[config.mk]
export PLATFORM = sky130hd
export DESIGN_NAME = inject_scheduler
export DESIGN_NICKNAME = d
export VERILOG_FILES = /design/src/rtl/inject_scheduler.sv
export SDC_FILE = /design/constraint.sdc
export NUM_CORES = 1
export LEC_CHECK = 0
export BUFFER_PORTS_ARGS = -buffer_cell sky130_fd_sc_hd__buf_4
export CORE_MARGIN = 4
export CORE_UTILIZATION = 60
export CTS_BUF_LIST = sky130_fd_sc_hd__clkbuf_4
export DETAILED_ROUTE_END_ITERATION = 8
export GPL_TIMING_DRIVEN = 0
export PLACE_DENSITY = 0.86
export SLEW_MARGIN = 20
export SYNTH_ARGS = -nofsm -noshare
export SYNTH_HDL_FRONTEND = slang
export SYNTH_SLANG_ARGS = --single-unit
[constraint.sdc]
create_clock -name clk -period 5.3 [get_ports clk]
set_clock_uncertainty 0.1 [all_clocks]
set_input_delay 1.06 -clock clk [delete_from_list [all_inputs] [get_ports clk]]
set_output_delay 1.06 -clock clk [all_outputs]
set_load 0.02 [all_outputs]
[src/rtl/inject_scheduler.sv]
// inject_scheduler
//   Grants each source named in src_mask one burst of BURST_LEN words, in
//   ascending index order, and gathers the words into a show-ahead output FIFO
//   that drains to the router under pkt_valid/pkt_ready. A burst is started
//   only when the FIFO can hold the whole burst, because a buffer cannot be
//   paused once it is streaming.
// Ports
//   clk, rst      clock, synchronous active-high reset
//   start         one-cycle round start (honoured in IDLE/DONE only)
//   src_mask      participating sources, sampled at start
//   src_enable    one-hot (or zero) enable to the injection buffers
//   src_data      buffer words, source i at [20*i+19:20*i]
//   src_valid     buffer word strobes
//   pkt_out       FIFO head word, pkt_valid = FIFO non-empty, pkt_ready pops
//   cur_src       granted source index (0 when none)
//   busy, done    round in progress / round complete (held)
//   timeout_err   sticky: a granted source never produced a word in time
//   spurious_err  sticky: a word arrived from a source that was not enabled
module inject_scheduler #(
    parameter int NUM_SRC    = 16,
    parameter int BURST_LEN  = 30,
    parameter int FIFO_DEPTH = 32,
    parameter int GAP        = 2,
    parameter int TIMEOUT    = 8,
    parameter int DROP_ZERO  = 1,
    localparam int SRC_W     = $clog2(NUM_SRC)
) (
    input  logic                    clk,
    input  logic                    rst,
    input  logic                    start,
    input  logic [NUM_SRC-1:0]      src_mask,
    output logic [NUM_SRC-1:0]      src_enable,
    input  logic [20*NUM_SRC-1:0]   src_data,
    input  logic [NUM_SRC-1:0]      src_valid,
    output logic [19:0]             pkt_out,
    output logic                    pkt_valid,
    input  logic                    pkt_ready,
    output logic [SRC_W-1:0]        cur_src,
    output logic                    busy,
    output logic                    done,
    output logic                    timeout_err,
    output logic                    spurious_err
);
    localparam int CNT_W = $clog2(BURST_LEN + 1);
    localparam int PTR_W = $clog2(FIFO_DEPTH);
    localparam int OCC_W = $clog2(FIFO_DEPTH + 1);
    localparam int TMR_W = $clog2(TIMEOUT + 1);
    localparam int GAP_W = (GAP > 1) ? $clog2(GAP) : 1;

    typedef enum logic [2:0] {S_IDLE, S_ARB, S_WAIT_ROOM, S_BURST, S_GAP, S_DONE} state_t;

    state_t             state, state_nxt;
    logic [NUM_SRC-1:0] pending;
    logic [SRC_W-1:0]   low_idx;
    logic [CNT_W-1:0]   cnt;
    logic [TMR_W-1:0]   tmr;
    logic [GAP_W-1:0]   gap_cnt;

    logic [19:0]        mem [FIFO_DEPTH];
    logic [PTR_W-1:0]   wr_ptr, rd_ptr;
    logic [OCC_W-1:0]   occ;

    logic [19:0]        cur_word;
    logic               beat, push, pop, last_beat, tmo, room;

    // Lowest pending index; scanning downward leaves the lowest set bit.
    always_comb begin
        low_idx = '0;
        for (int i = NUM_SRC - 1; i >= 0; i--)
            if (pending[i]) low_idx = SRC_W'(i);
    end

    assign cur_word  = src_data[20*int'(cur_src) +: 20];
    assign beat      = (state == S_BURST) && src_valid[cur_src];
    assign push      = beat && !((DROP_ZERO != 0) && (cur_word == 20'h00000));
    assign pop       = pkt_valid && pkt_ready;
    assign last_beat = beat && (cnt == CNT_W'(BURST_LEN - 1));
    // Timer expiry only matters while nothing has arrived yet.
    assign tmo       = (state == S_BURST) && !beat && (cnt == '0) &&
                       (tmr == TMR_W'(TIMEOUT - 1));
    // Room is judged on occupancy after this cycle's pop.
    assign room      = (occ - OCC_W'(pop)) <= OCC_W'(FIFO_DEPTH - BURST_LEN);

    always_comb begin
        state_nxt = state;
        case (state)
            S_IDLE, S_DONE: if (start) state_nxt = S_ARB;
            S_ARB:          state_nxt = (pending == '0) ? S_DONE : S_WAIT_ROOM;
            S_WAIT_ROOM:    if (room) state_nxt = S_BURST;
            S_BURST:        if (last_beat || tmo) state_nxt = (GAP == 0) ? S_ARB : S_GAP;
            S_GAP:          if (gap_cnt == GAP_W'(GAP - 1)) state_nxt = S_ARB;
            default:        state_nxt = S_IDLE;
        endcase
    end

    always_comb begin
        src_enable = '0;
        if (state == S_BURST) src_enable[cur_src] = 1'b1;
    end

    assign busy = (state != S_IDLE) && (state != S_DONE);
    assign done = (state == S_DONE);

    always_ff @(posedge clk) begin
        if (rst) begin
            state        <= S_IDLE;
            pending      <= '0;
            cur_src      <= '0;
            cnt          <= '0;
            tmr          <= '0;
            gap_cnt      <= '0;
            timeout_err  <= 1'b0;
            spurious_err <= 1'b0;
        end else begin
            state <= state_nxt;
            if ((state == S_IDLE || state == S_DONE) && start) pending <= src_mask;
            if (state == S_ARB) cur_src <= (pending == '0) ? '0 : low_idx;
            if (state == S_WAIT_ROOM) begin
                cnt <= '0;
                tmr <= '0;
            end
            if (state == S_BURST) tmr <= tmr + 1'b1;
            if (beat) cnt <= cnt + 1'b1;
            if (last_beat || tmo) pending[cur_src] <= 1'b0;
            if (tmo) timeout_err <= 1'b1;
            if (state == S_GAP) gap_cnt <= gap_cnt + 1'b1;
            else                gap_cnt <= '0;
            // Any strobe outside the current grant is an error; its word is never pushed.
            if ((src_valid & ~src_enable) != '0) spurious_err <= 1'b1;
        end
    end

    function automatic logic [PTR_W-1:0] ptr_inc(input logic [PTR_W-1:0] p);
        return (p == PTR_W'(FIFO_DEPTH - 1)) ? '0 : p + 1'b1;
    endfunction

    always_ff @(posedge clk) begin
        if (push) mem[wr_ptr] <= cur_word;
    end

    always_ff @(posedge clk) begin
        if (rst) begin
            wr_ptr <= '0;
            rd_ptr <= '0;
            occ    <= '0;
        end else begin
            if (push) wr_ptr <= ptr_inc(wr_ptr);
            if (pop)  rd_ptr <= ptr_inc(rd_ptr);
            occ <= occ + OCC_W'(push) - OCC_W'(pop);
        end
    end

    assign pkt_valid = (occ != '0);
    // Forced to zero when empty so stale storage never shows after reset.
    assign pkt_out   = pkt_valid ? mem[rd_ptr] : 20'h00000;

endmodule
==> Yosys cells after proc, flatten, opt, wreduce, memory -nomap -nowiden <==
Memories as Yosys holds them, arrays and structs flattened. A register that Yosys moved wholly into a read port is not among the register bits.
Index checks and enable logic that the tools add are counted.
{ "word_totals": {"ff_bits": 51, "latch_bits": 0, "ramBits": 640, "mem_bits_ro": 0, "input_bits": 356, "output_inout_bits": 45, "word_cells": 112, "memories": 1} }
{ "mem_list": {"columns": ["memory", "words", "word_bits", "read_ports", "rd_ports_with_merged_regs", "write_ports", "line_no", "rtl"], "rows": [
  ["mem", 32, 20, 1, 1, 1, "59", "logic [19:0] mem [FIFO_DEPTH];"]
]} }
{ "classes": {"addsub": 8, "n_mul": 1, "n_div": 0, "magnitude_cmp": 3, "n_eq_ne": 14, "n_shift": 1, "mux": 42, "bitwise_logic": 5, "reduce_logical": 26} }
{ "ops": {"columns": ["cell", "n"], "rows": [
  ["320-bit by 10-bit variable part select with 20-bit output", 1],
  ["4-bit 2-to-1 mux", 19],
  ["16-bit 2-to-1 mux", 4],
  ["16-bit bitwise AND", 2],
  ["16-bit inverter", 2],
  ["5-bit 2-to-1 mux", 6],
  ["20-bit zero test", 1],
  ["20-bit 2-to-1 mux", 1],
  ["16-bit zero test", 1],
  ["16-bit nonzero test", 1],
  ["5-bit by 1-bit adder with 5-bit output (second input constant)", 3],
  ["5-bit == test (second input constant)", 3],
  ["3-bit 2-to-1 mux", 5],
  ["3-bit case mux with 5 select lines", 1],
  ["6-bit by 1-bit subtractor with 6-bit output", 2],
  ["1-bit logical AND", 10],
  ["3-bit by 4-bit multiplier with 7-bit output (first input constant)", 1],
  ["6-bit by 1-bit adder with 6-bit output", 1],
  ["3-bit by 2-bit == test with 1-bit output (second input constant)", 2],
  ["3-bit == test (second input constant)", 2],
  ["6-bit by 2-bit <= comparator with 1-bit output (second input constant)", 1],
  ["2-bit != test (second input constant)", 3],
  ["6-bit nonzero test", 1],
  ["5-bit zero test", 1],
  ["19 further kinds", 26]
]} }

==> Logic depth before layout (Yosys ltp) <==
{ "logic_depth": {"depth_word": 17, "depth_mapped": 22} }

==> Least setup slack after synthesis <==
OpenSTA, ideal clock, no wires.
{ "synth_timing": {"path_kind": "register -> register", "start": "register cur_src[0]", "end": "register occ[4]", "t_arrival_ps": 4482, "required_time_ps": 5072, "setup_slack_ps": 590, "path_stages_with_launch": 23, "path_buffers": 5, "period_less_slack_ps": 4710, "path_cell_list": "dfxtp_1 buf_2 buf_6 buf_6 buf_2 mux4_2 a22oi_1 nand2_1 nor4_1 and3_1 nand3_1 and2_4 buf_6 inv_2 ha_1 inv_1 ha_1 inv_1 fa_1 o21bai_1 a21oi_1 xnor2_1 nor2_1"} }
{ "synth_between": {"elab_chain_len": 7} }
{ "synth_lines": {"columns": ["item", "line_no", "rtl"], "rows": [
  ["start, declared", "38", "output logic [SRC_W-1:0] cur_src,"],
  ["start signal, assigned", "117", "if (state == S_ARB) cur_src <= (pending == '0) ? '0 : low_idx;"],
  ["3-bit by 4-bit multiplier with 7-bit output", "73", "assign cur_word = src_data[20*int'(cur_src) +: 20];"],
  ["320-bit by 10-bit variable part select with 20-bit output", "73", null],
  ["net cur_word[6]", "63", "logic [19:0] cur_word;"],
  ["20-bit zero test", "75", "assign push = beat && !((DROP_ZERO != 0) && (cur_word == 20'h00000));"],
  ["1-bit zero test", "75", null],
  ["1-bit logical AND", "75", null],
  ["6-bit by 1-bit adder with 6-bit output", "149", "occ <= occ + OCC_W'(push) - OCC_W'(pop);"],
  ["6-bit by 1-bit subtractor with 6-bit output", "149", null],
  ["end signal, assigned", "149", null],
  ["end, declared", "61", "logic [OCC_W-1:0] occ;"]
]} }
The timed path passes the listed nets, and every way through them passes these cells. The select of a mux whose other input is x is not followed.
A chain may end at the register's enable or synchronous reset.

==> metrics <==
first-pass GRT wire length around 140000 um; Die Wd about 230 um; synth warn 0; Setup crit start kind register; CP Cell Sequence clkbuf_2 > clkbuf_2 > mux4_2 > mux4_2 > mux2i_1 > nor2_1 > buf_4; # rows between 80 and 90; delay-heaviest family, CP multiplexers; Crit path buffers/inverters 3; largest net degree at the start of global routing 34; routed via count 20150; hold_buf cts 0; slew at the pin with the worst max-slew slack approximately 0.9 ns; GRT Overall Usage a little under two fifths; WS Path Type register to output pin; Clock Power Share approximately a quarter; post-synthesis cell count about 1500; # setup viols final 0; max frequency 193.2 MHz; #FFs+latches synth 696; Die Ht around 230 um; Final Cycle Share a little over nine tenths; post-DP HPWL 67460 um; initial antenna violation count 25; die area 53900 um^2; minimum clock period around 5.2 ns; synthesized net count about 1900; TritonCTS Buffers about 170; clock tree sinks 696; area grow syn2layout 23.83%; Synth area leader edfxtp_1; Initial Utilization 61.09%; H-tree Lvls 4; outcome complete, but fails checks; vias per std cell slightly below 7; sequential power share between 40% and 50%; critical path data arrival time approximately 4 ns; Syn Area/Cell 19.47 um^2; EDFF count, synth between 600 and 700; drt drc 1; Root Driver clkbuf_4; Worst setup EP type output pin; Max VDD drop between 0.0003 and 0.0004 V; Net Sw Power ~6 mW; drt pass-1 iters 8; ys async rst share 0%; top post-synthesis cells by area edfxtp_1 64%, mux4_2 22%, dfxtp_1 3.7%, nor2_1 1.4%, ha_1 1.0%; switching share of power 34.28%; Synth top area share around 64%; Slowest cell on crit path dfxtp_1; TritonCTS clock tree yes; nets around 2600; worst hold path type primary input to register; sequential share of the synthesized area between 60% and 70%; Synth Flop Type edfxtp_1; Ports roughly 400; Worst-Skew Late Latency 0.97 ns; Final ANT Viol Nets 0; power share of the combinational group 33.4%; max capacitance violation total 0; hold_ws between 0.2 and 0.3 ns; Final Core Density about three quarters; GP Congestion ~1.0; vias in the first global route between 20000 and 25000; mapped cell area 30150 um^2; Clock Tree Buf Depth 3; clock transition at the registers of the reported paths about 0.070 ns; Unique masters post-synth 52; Port Buf Inserts around 400; LEAKAGE around 13 nW; final hold viol count 0; slowest stage delay, CP 0.66 ns; Core ar. between 40000 and 50000 um^2; internal power ~11 mW; grt ovf 0; CP Max Fanout 10; Post-Route WL just over 100000 um; failing checks design-rule violations; average wire per standard cell 34.60 um; total power ~17 mW; Slew headroom between 40% and 50%; DR iter-0 viols between 2000 and 3000; P per Cell Area around 470 nW/um^2; Req. time, crit path roughly 4.1 ns; layout cells sized above 1 48.87%; Slew Limit Fails 0
-- power groups by stage --
stage | Combinational (mW) | Sequential, mW | Clock, mW
after floorplan | 2.93 | 7.28 | 0
after global placement | 4.53 | 7.32 | 0
after detailed placement | 4.80 | 7.33 | 0
after CTS | 5.12 | 7.19 | 4.46
after global routing | 6.00 | 7.20 | 4.82
final | 5.83 | 7.19 | 4.45
-- layout make-up --
type                       count  area (um^2)
antenna                       29        72.57
buffer                        97        531.8
clock buffer                 236         1772
clock inverter                58        386.6
fill                        2813        12020
inverter                      26        97.59
multi-input combinational    744         9859
sequential                   696        20340
tap                          664        830.8
timing repair buffer         445         3446
-- state kept, by name (all words and copies together), names as in the netlist, named ones only --
name and flops:
rd_ptr 5, gap_cnt 1, spurious_err 1, tmr 4, mem 640, cur_src 4
cnt 5, wr_ptr 5, timeout_err 1, pending 16, state 3, occ 6
-- per-stage QoR --
stage	setup TNS (ns)	setup slack (ns)	cells	cell area, um^2
floorplan	0	0.5903	1549	30150
global placement	-848.58	-1.420	2612	33980
detailed placement	-514.81	-1.248	2626	34370
CTS	-0.02068	-0.01836	2927	36820
global route	-0.2068	-0.1483	2983	37310
finish	0	0.1242	2995	37340
-- layer usage --
layer | share of wire [%] | GRT usage [%] | vias to the layer above
li1 | - | - | 7950
met1 | 32 | 45.03 | 10160
met2 | 50 | 62.09 | 1716
met3 | 13 | 10.19 | 320
met4 | 5.7 | 17.47 | 10
met5 | 0.099 | 0 | -
-- cell usage after synthesis (all sizes together) (5+ instances only) --
master	n
nor3b	5
clkbuf	67
nor3	21
and3	5
mux2i	25
dfxtp	56
edfxtp	640
nor2	109
a21oi	25
o21ai	18
a221oi	16
o31ai	5
buf	32
inv	26
a22oi	24
nor2b	8
nand3	12
and2	6
nor4	11
nand2	67
ha	24
mux4	297
-- logic make-up (layout without fill, tap and decap cells) --
kind of cell             after synthesis  in the layout  synth area share (%)
other                                  0             29                     0
adder cells (fa/ha/maj)               25             25                 1.062
multiplexers                         323            331                 23.05
flip-flops                           696            696                 67.46
AND/OR/NAND/NOR                      263            271                 3.992
AO/OA/AOI/OAI                        112            112                 2.535
XOR/XNOR                               5              5                0.1452
buffers and inverters                125            862                 1.755
-- final timing paths --
check,startpoint,end,slack [ns],cells past startpoint
max,register,pkt_out[6],0.12,7
min,src_mask[10],pending[10],0.27,3
max reg2reg,cur_src[1],occ[4],0.14,19
min reg2reg,gap_cnt,gap_cnt,0.34,1
-- timing repair --
action                                  4_1_cts  5_1_grt
pin swaps                                     0       24
setup buffers                                 3       29
endpoints found under the setup margin      670       22
gates cloned                                  6       10
gates resized for setup                      77       37
endpoints found under the hold margin         0        0
-- layout by cell type (no fill, tap or decap), types with 10 or more instances in the layout --
master,n
clkinv_2,11
clkbuf_1,45
clkbuf_2,18
nor3_1,21
a221oi_1,16
a21oi_1,25
dfxtp_1,55
nor2_2,14
nand2_1,56
buf_4,440
nand3_1,12
o21ai_0,13
buf_8,17
nor2_4,18
edfxtp_1,640
a22oi_2,16
mux4_2,297
diode_2,29
nor4_1,10
clkinv_1,34
nor2_1,77
mux2i_1,25
clkbuf_4,243
nand2_2,11
inv_1,24
ha_1,24
-- worst min-delay path, delay by kind of cell --
kind | cells | cell delay (ns)
buf+inv | 1 | 0.11
compound gates | 1 | 0.06
simple gates | 1 | 0.05
Power figures use the tool's default switching activity.
